==> config.mk <==
export PLATFORM = sky130hd
export DESIGN_NAME = reg_file_bypass
export DESIGN_NICKNAME = d
export VERILOG_FILES = /design/src/rtl/rf_pkg.sv /design/src/rtl/rf_word.sv /design/src/rtl/reg_file_bypass.sv
export SDC_FILE = /design/constraint.sdc
export NUM_CORES = 1
export LEC_CHECK = 0
export ABC_AREA = 0
export ABC_CLOCK_PERIOD_IN_PS = 2400
export CAP_MARGIN = 20
export CORE_UTILIZATION = 60
export CTS_CLUSTER_DIAMETER = 100
export CTS_CLUSTER_SIZE = 10
export DETAILED_ROUTE_END_ITERATION = 8
export GPL_ROUTABILITY_DRIVEN = 0
export MAX_ROUTING_LAYER = met4
export PLACE_DENSITY = 0.79
export SLEW_MARGIN = 20
export SYNTH_ARGS = -nofsm -noshare
export SYNTH_HDL_FRONTEND = slang
export SYNTH_SLANG_ARGS = --single-unit
==> constraint.sdc <==
create_clock -name clk -period 2.4 [get_ports clk]
set_input_delay 0.36 -clock clk [delete_from_list [all_inputs] [get_ports clk]]
set_output_delay 0.36 -clock clk [all_outputs]
set_load 0.05 [all_outputs]
==> src/rtl/rf_pkg.sv <==
// Shared types and sizing for the architectural register file.
// Combinational helpers only; no state lives here.
// No flow control; consumers size their ports from these constants.
package rf_pkg;

    localparam int DATA_W = 16;
    localparam int ADDR_W = 4;
    localparam int NREGS  = 2 ** ADDR_W;

    typedef logic [ADDR_W-1:0] reg_idx_t;
    typedef logic [DATA_W-1:0] word_t;

endpackage

==> src/rtl/rf_word.sv <==
// One register-file word built from per-bit flop cells with write enable.
// Latency: q updates on the rising edge after wen/rst are sampled.
// No backpressure; reset dominates the write enable.
module rf_word
    import rf_pkg::*;
#(
    parameter int W = DATA_W
) (
    input  logic         clk,
    input  logic         rst,
    input  logic         wen,
    input  logic [W-1:0] d,
    output logic [W-1:0] q
);

    for (genvar i = 0; i < W; i++) begin : g_bit
        logic q_bit;

        // Each bit is an independent enabled flop; no clock gating.
        always_ff @(posedge clk) begin
            if (rst) begin
                q_bit <= 1'b0;
            end else if (wen) begin
                q_bit <= d[i];
            end
        end

        assign q[i] = q_bit;
    end

endmodule

==> src/rtl/reg_file_bypass.sv <==
// Architectural register file: 2 combinational read ports, 1 clocked write port.
// Latency: reads are zero-cycle; a same-cycle write is bypassed to matching reads.
// No backpressure; writes always commit, reset wins over a concurrent write.
module reg_file_bypass
    import rf_pkg::*;
#(
    parameter int DW = DATA_W,
    parameter int AW = ADDR_W
) (
    input  logic          clk,
    input  logic          rst,
    input  logic [AW-1:0] src_reg1,
    input  logic [AW-1:0] src_reg2,
    input  logic [AW-1:0] dst_reg,
    input  logic          write_reg,
    input  logic [DW-1:0] dst_data,
    output logic [DW-1:0] src_data1,
    output logic [DW-1:0] src_data2
);

    localparam int NR = 2 ** AW;

    logic [NR-1:0] wen_vec;
    logic [DW-1:0] regs [NR];
    logic [DW-1:0] rd1;
    logic [DW-1:0] rd2;
    logic          byp1;
    logic          byp2;

    // One-hot write decoder; all zero when the write port is idle.
    always_comb begin
        wen_vec = '0;
        if (write_reg) begin
            wen_vec[dst_reg] = 1'b1;
        end
    end

    for (genvar r = 0; r < NR; r++) begin : g_reg
        rf_word #(
            .W (DW)
        ) u_word (
            .clk (clk),
            .rst (rst),
            .wen (wen_vec[r]),
            .d   (dst_data),
            .q   (regs[r])
        );
    end

    assign rd1 = regs[src_reg1];
    assign rd2 = regs[src_reg2];

    // Bypass is not qualified by rst: during reset reads still see stored data plus bypass.
    assign byp1 = write_reg && (dst_reg == src_reg1);
    assign byp2 = write_reg && (dst_reg == src_reg2);

    assign src_data1 = byp1 ? dst_data : rd1;
    assign src_data2 = byp2 ? dst_data : rd2;

endmodule

# [Word-level counts from Yosys, hierarchy flattened]
# Index checks and enable logic that the tools add are counted.
[op_classes] magnitude_cmp=4 n_eq_ne=2 muxes=11 bitwise_logic=2 reduce_logical=3
[ops] cell="binary-select mux 16 bit (select 4 bit)" n=2
[ops] cell="2-to-1 mux 16 bit" n=7
[ops] cell=">= comparator 5 bit, second input constant" n=2
[ops] cell="inverter 4 -> 5 bit" n=2
[ops] cell="== test 4 bit" n=2
[ops] cell="less-than comparator 4 x 5 -> 1 bit, second input constant" n=1
[ops] cell="demux 1 bit (select 4 bit)" n=1
[ops] cell=">= comparator 4 x 1 -> 1 bit, second input constant" n=1
[ops] cell="logical AND 1 bit" n=3
[ops] cell="2-to-1 mux 1 bit" n=1
[totals] reg_bits=256 in_bits=31 output_inout_bits=32 wordCells=278

# [Depth between registers and ports, before layout]
# Gate-level depths: netlist of the first run.
[logic_depth] word_depth=5 ltp_mapped=8 ltp_nobuf=4

# [By module]
# From an unflattened synthesis of the first run, not the netlist that was laid out.
[hier_totals] cells_unflattened=1428 hier_area_um2=15956.6
[by_module_without_submodules] module="rf_word" instances=16 cells_each=68 area_per_inst_um2=700.7 seq_area_each_um2=320.3
[by_module_without_submodules] module="reg_file_bypass" instances=1 cells_each=340 area_per_inst_um2=4745.8 seq_area_each_um2=0.0

# [Worst setup path after synthesis of the first run]
# Ideal clock, no wire load.
[synth_path] path_kind="input -> output" from="in dst_reg[1]" to="out src_data1[0]" t_arrival_ns=1.885 t_required_ns=2.040 slack_ns=0.155 stages=7 n_path_buf=3 cell_sequence="buf_2 > buf_6 > xnor2_1 > nand2_1 > nor4_4 > buf_6 > mux2_2"
[synth_between] elab_chain_cells=3
[synth_lines] item="start, declared" line_no="reg_file_bypass.sv:14" text="input logic [AW-1:0] dst_reg,"
[synth_lines] item="== test 4 bit" line_no="reg_file_bypass.sv:54" text="assign byp1 = write_reg && (dst_reg == src_reg1);"
[synth_lines] item="logical AND 1 bit" line_no="reg_file_bypass.sv:54"
[synth_lines] item="2-to-1 mux 16 bit" line_no="reg_file_bypass.sv:57" text="assign src_data1 = byp1 ? dst_data : rd1;"
[synth_lines] item="end, declared" line_no="reg_file_bypass.sv:17" text="output logic [DW-1:0] src_data1,"
# Every way passes these cells.

# [Worst setup path after layout of the first run]
[layout_path] from="reg g_reg[15].u_word.g_bit[6].q_bit" to="out src_data1[6]"
[layout_between] elab_chain_cells=4
[layout_lines] item="start, declared" line_no="rf_word.sv:17" text="logic q_bit;"
[layout_lines] item="start signal, assigned" line_no="rf_word.sv:24" text="q_bit <= d[i];"
[layout_lines] item="binary-select mux 16 bit (select 4 bit)" line_no="reg_file_bypass.sv:50" text="assign rd1 = regs[src_reg1];"
[layout_lines] item="2-to-1 mux 16 bit (not written as such) (2 in series)" line_no="reg_file_bypass.sv:50"
[layout_lines] item="2-to-1 mux 16 bit" line_no="reg_file_bypass.sv:57"
# Every way passes these cells. The select of a mux whose other input is x is not followed.

==> run metrics, run 1 <==
most common flop cell mapped by yosys=dfxtp_1; setup TNS=-3.83 ns; Post-Place Worst Slack=-0.116 ns; HP Class=in2reg; Chip Width=154 µm; GRT Resource Usage Total=37.8%; Syn Area/Cell=9.75 µm²; crit-path cells=mux4_2, mux2i_1, buf_4, mux2i_1, mux2_4, buf_12; Die Y=154 µm; Crit. Startpoint=g_reg[15].u_word.g_bit[6].q_bit; Startpoint Class=flip-flop; Final WS setup=-0.197 ns; clock sinks=256; Clock Latency Late Sink=0.54 ns; drt pass-1 iters=9; Post-synth EDFFs=0; crit path DAT=2.24 ns; Mapped Area=0.0138 mm²; vias in the first global route=11800; clock skew=0 ns; pin count of the biggest net entering global routing=72; layout cells sized above 1=30.9%; Clock Tree Buf Depth=3; worst-path fanout max=3; maxcap violations=0; Yosys cell types=31; Yosys warnings=0; failing checks=setup timing; boundary pin count=63; Reg-to-Reg Start=g_reg[11].u_word.g_bit[8].q_bit; Clock transition at path regs=0.06 ns; Remaining Overflow, GRT=0; Num CTS Buffers=29; crit end category=output pin; buffers and inverters on the worst path=2; share of the synthesized area in the top cell type=37.2%; flop2flop setup slack=1.60 ns; Biggest register=g.u_word.g_bit.q_bit; period utilization=108%; flops & latches, synth=256; CTS tree=done; Row Count=55; CTS Root Cell=clkbuf_16; die area=0.0236 mm²; RSZ-0062 raised after global routing=yes; status=finished, violations left; fin crit period=2.60 ns; Max VDD drop=0.550 mV; Syn Nets=1445; worst slew pin tran=0.516 ns; Worst path slowest cell=mux4_2; top post-synthesis cells by area=dfxtp_1, mux4_2, mux2i_1; Synth-to-Final Area Change=21.6%; critical path class=reg2out; CTS H-tree depth=1; cell area after placement=0.0155 mm²; final hold vios=0; mean routed wirelength per cell=24.6 µm; Post-Syn Instances=1414; # DRC=0; most frequent CP cell=mux2i_1; via count=12000; area leader, netlist=dfxtp_1; first-pass GRT wire length=66.2 mm; Cell Pwr Density=563 mW/mm²; Hold Startpoint=rst; endpoint required time on the critical path=2.04 ns; initial antenna violation count=1; Starting DRT DRC Count=1466; Final Setup Violations=32; CP max stage delay=0.45 ns; Pleak=5.86 nW; Layout fillers=1426; CP delay by family, top=multiplexers; max-slew violations=0; antenna-violating nets left=0; worst rel slew slack=65.6%; starting density of the core=61.1%; routed vias/inst=6.71; Core Region=0.0226 mm²; IO Port Bufs=62; most frequent cells after synthesis=nand2_1, dfxtp_1, a21oi_1, mux2i_1, mux4_2; sequential element share of the synthesized area=37.2%; Design Area, Final=0.0168 mm²; detailed placer's ending HPWL=28.4 mm; Peak Freq=385 MHz; WL final=43.8 mm; Nets=1527; count leader, synth=nand2_1; Largest regs=g.u_word.g_bit.q_bit x256; async set-reset flop share out of synthesis=0%; max reg flops=256
[layout make-up]
type	count	area, µm²	share of cell area [%]
repair buffers	199	2230	13.3
clock inverters	2	38.8	0.231
multi-input cells	1009	8220	49.0
flip-flops and latches	256	5180	30.9
well taps	285	357	2.13
diodes	1	2.50	0.0149
clock buffers	29	726	4.33
inverters	1	3.75	0.0224
[timing repair]
action                                  CTS  global route
hold buffers                              0             0
gates cloned                              1             1
gates resized for setup                  83            58
setup buffers                             1             1
pin swaps                                 3             0
endpoints found under the setup margin   32            32
[where the power goes]
part	switching (W)	internal, W
clock	0.00167	0.00222
combinational	0.000683	0.000514
sequential	0.0000405	0.00431
[placed cells by master, fill, tap and decap left out, types with 17 or more instances in the layout]
cell type / synthesis / layout
a21oi_1: 192 / 192
mux4_2: 128 / 128
mux2_4: 0 / 24
nor2_1: 68 / 68
buf_4: 13 / 110
buf_12: 0 / 45
clkdlybuf4s50_1: 0 / 17
nand2_1: 370 / 369
dfxtp_1: 256 / 208
dfxtp_2: 0 / 48
clkbuf_16: 0 / 30
mux2i_1: 160 / 133
[metal layers]
metal  part of all wire, %  GRT usage [%]
met1                    36           45.8
met2                    48           58.3
met3                    11           8.37
met4                   5.4           22.1
met5                     0              -
[worst register-to-register path: cells and delay by family, from the launching register on]
kind,cells,cell delay (ns)
compound gates,2,0.35
flops,1,0.36
[per-stage QoR]
step           utilization, %  std cells  total power (W)  hold WS [ns]
2_1_floorplan               -       1414          0.00512         0.443
3_3_place_gp             68.7       1746          0.00552         0.448
3_5_place_dp             68.7       1746          0.00554         0.457
4_1_cts                  73.3       1779          0.00937         0.203
5_1_grt                  74.3       1782          0.00968         0.230
6_report                 74.3       1782          0.00943         0.224
[path summary, 6_finish.rpt]
check,endpoint,cells after the start
max,src_data1[6],6
min,g_reg[10].u_word.g_bit[2].q_bit,2
max reg2reg,g_reg[11].u_word.g_bit[8].q_bit,2
min reg2reg,g_reg[15].u_word.g_bit[7].q_bit,2
[logic make-up (layout without fill, tap and decap cells)]
kind of cell	after synthesis	in the layout	synth area share (%)
buf+inv	149	231	5.38
compound gates	208	208	7.55
simple gates	473	473	14.2
other cells	0	1	0
flops	256	256	37.2
xor+xnor	8	8	0.508
mux	320	320	35.1
(Power assumes the default switching activity.)
==> inputs of run 2 (changes only) <==
--- a/config.mk
+++ b/config.mk
@@ -15,6 +15,7 @@
 export GPL_ROUTABILITY_DRIVEN = 0
 export MAX_ROUTING_LAYER = met4
 export PLACE_DENSITY = 0.79
+export SKIP_LAST_GASP = 1
 export SLEW_MARGIN = 20
 export SYNTH_ARGS = -nofsm -noshare
 export SYNTH_HDL_FRONTEND = slang
==> run 2 against run 1 <==
The run still ends with setup timing left. Clock power about the same. Critical path depth shrank 1. Cell area unchanged. Sequential cell count stayed put. Critical path type unchanged. Critical endpoint is now src_data1[9]. Largest cell class unchanged.
==> run metrics, run 2 (same netlist as run 1, synthesis figures left out) <==
number of cells on the worst reg-to-reg path=2; status=finished, violations left; CTS tree=done; Startpoint Class=flip-flop; M1 WL=15.4 mm; Starting DRT DRC Count=1522; Pleak=5.86 nW; Reg area=0.00518 mm²; boundary pin count=63; Clock Tree Buf Depth=3; Hold Startpoint=rst; layout cells sized above 1=30.8%; HP Class=in2reg; drt pass-1 iters=6; worst-path fanout max=3; commonest non-fill, non-tap cell in the layout=nand2_1; Die Y=154 µm; DR WL met2=21.0 mm; critical path class=reg2out; maxcap violations=0; uppermost layer routed=met4; initial antenna violation count=1; post-layout util=74.3%; die area=0.0236 mm²; hold path cells=2; Final WS setup=-0.200 ns; Final Setup Violations=32; max-slew violations=0; Cell Pwr Density=564 mW/mm²; detailed placer's ending HPWL=28.4 mm; pin count of the biggest net entering global routing=72; setup TNS=-4.04 ns; endpoint required time on the critical path=2.04 ns; Biggest register=g.u_word.g_bit.q_bit; Row Count=55; crit path DAT=2.24 ns; antenna-violating nets left=0; Layout fillers=1427; IO Port Bufs=62; Num CTS Buffers=29; Hold Crit Endpoint=g_reg[2].u_word.g_bit[10].q_bit; period utilization=108%; vias in the first global route=11800; worst rel slew slack=64.6%; starting density of the core=61.1%; CTS Root Cell=clkbuf_16; # DRC=0; Nets=1528; R2R Path End=g_reg[11].u_word.g_bit[10].q_bit; commonest non-fill, non-tap cells in the layout=nand2_1, dfxtp_1, a21oi_1; Max VDD drop=0.547 mV; Synth-to-Final Area Change=21.6%; Hold-fix buffers, CTS=0; flop2flop setup slack=1.63 ns; Clock transition at path regs=0.06 ns; routed vias/inst=6.74; area of the multi-input gates=0.00821 mm²; Core Region=0.0226 mm²; failing checks=setup timing; RSZ-0062 raised after global routing=yes; first-pass GRT wire length=65.7 mm; clock sinks=256; CTS H-tree depth=1; Largest regs=g.u_word.g_bit.q_bit x256; WL final=44.3 mm; Chip Width=154 µm; Peak Freq=385 MHz; crit end category=output pin; clock skew=0 ns; Remaining Overflow, GRT=0; final hold vios=0; worst slew pin tran=0.530 ns; routed wl met3=5.31 mm; Clock Latency Late Sink=0.54 ns; via count=12000; max reg flops=256; GRT Resource Usage Total=37.5%; mean routed wirelength per cell=24.9 µm; fin crit period=2.60 ns; Reg-to-Reg Start=g_reg[11].u_word.g_bit[10].q_bit
run 2: what timing repair did:
item,in CTS,in global routing
setup endpoints to repair,32,32
hold endpoints to repair,0,0
gates cloned,1,1
gates resized for setup,80,59
setup buffers,1,2
pin swaps,3,0
run 2: cell type report:
type                    instances  area share, %
flip-flops and latches        256           30.9
well taps                     285           2.13
inverters                       1         0.0224
repair buffers                200           13.4
clock inverters                 2          0.231
clock buffers                  29           4.33
diodes                          1         0.0149
multi-input cells            1009           49.0
run 2: worst max-delay path: stages (launching register included):
cell	delay, ns
dfxtp_1	0.33
mux4_2	0.53
mux2i_1	0.19
mux2i_2	0.17
mux2_4	0.32
buf_12	0.15
run 2: worst max-delay path by stage:
stage                                                start       endpoint  slack [ns]  cells past startpoint
after global routing      g_reg[10].u_word.g_bit[13].q_bit  src_data1[13]       -0.24                      6
final                      g_reg[11].u_word.g_bit[9].q_bit   src_data1[9]       -0.20                      5
after CTS                  g_reg[15].u_word.g_bit[6].q_bit   src_data1[6]       -0.19                      6
after detailed placement                        dst_reg[3]  src_data1[14]       -0.12                      6
after floorplan                                 dst_reg[1]   src_data1[0]        0.16                      7
after global placement                          dst_reg[1]   src_data1[8]       -0.09                      7
run 2: layer usage:
layer | vias to the layer above | global-route usage (%)
met3 | 232 | 8.06
li1 | 5125 | -
met2 | 852 | 58.2
met5 | - | -
met1 | 5802 | 45.6
met4 | 0 | 21.1
run 2: through the flow:
stage                     hold slack (ns)  instances  setup slack [ns]  area (µm²)  total power, W
after floorplan                     0.443       1414             0.155       13800         0.00512
after global placement              0.448       1746           -0.0946       15500         0.00552
after detailed placement            0.457       1746            -0.116       15500         0.00554
after CTS                           0.203       1779            -0.190       16500         0.00937
after global routing                0.228       1783            -0.237       16800         0.00969
final                               0.221       1783            -0.200       16800         0.00945
run 2: power by group:
part / total [W] / switching, W / internal [W] / leakage (nW)
clock network: 0.00390 / 0.00168 / 0.00222 / 0.376
registers: 0.00435 / 0.0000408 / 0.00431 / 2.09
logic: 0.00120 / 0.000687 / 0.000515 / 3.40
total: 0.00945 / 0.00241 / 0.00704 / 5.86
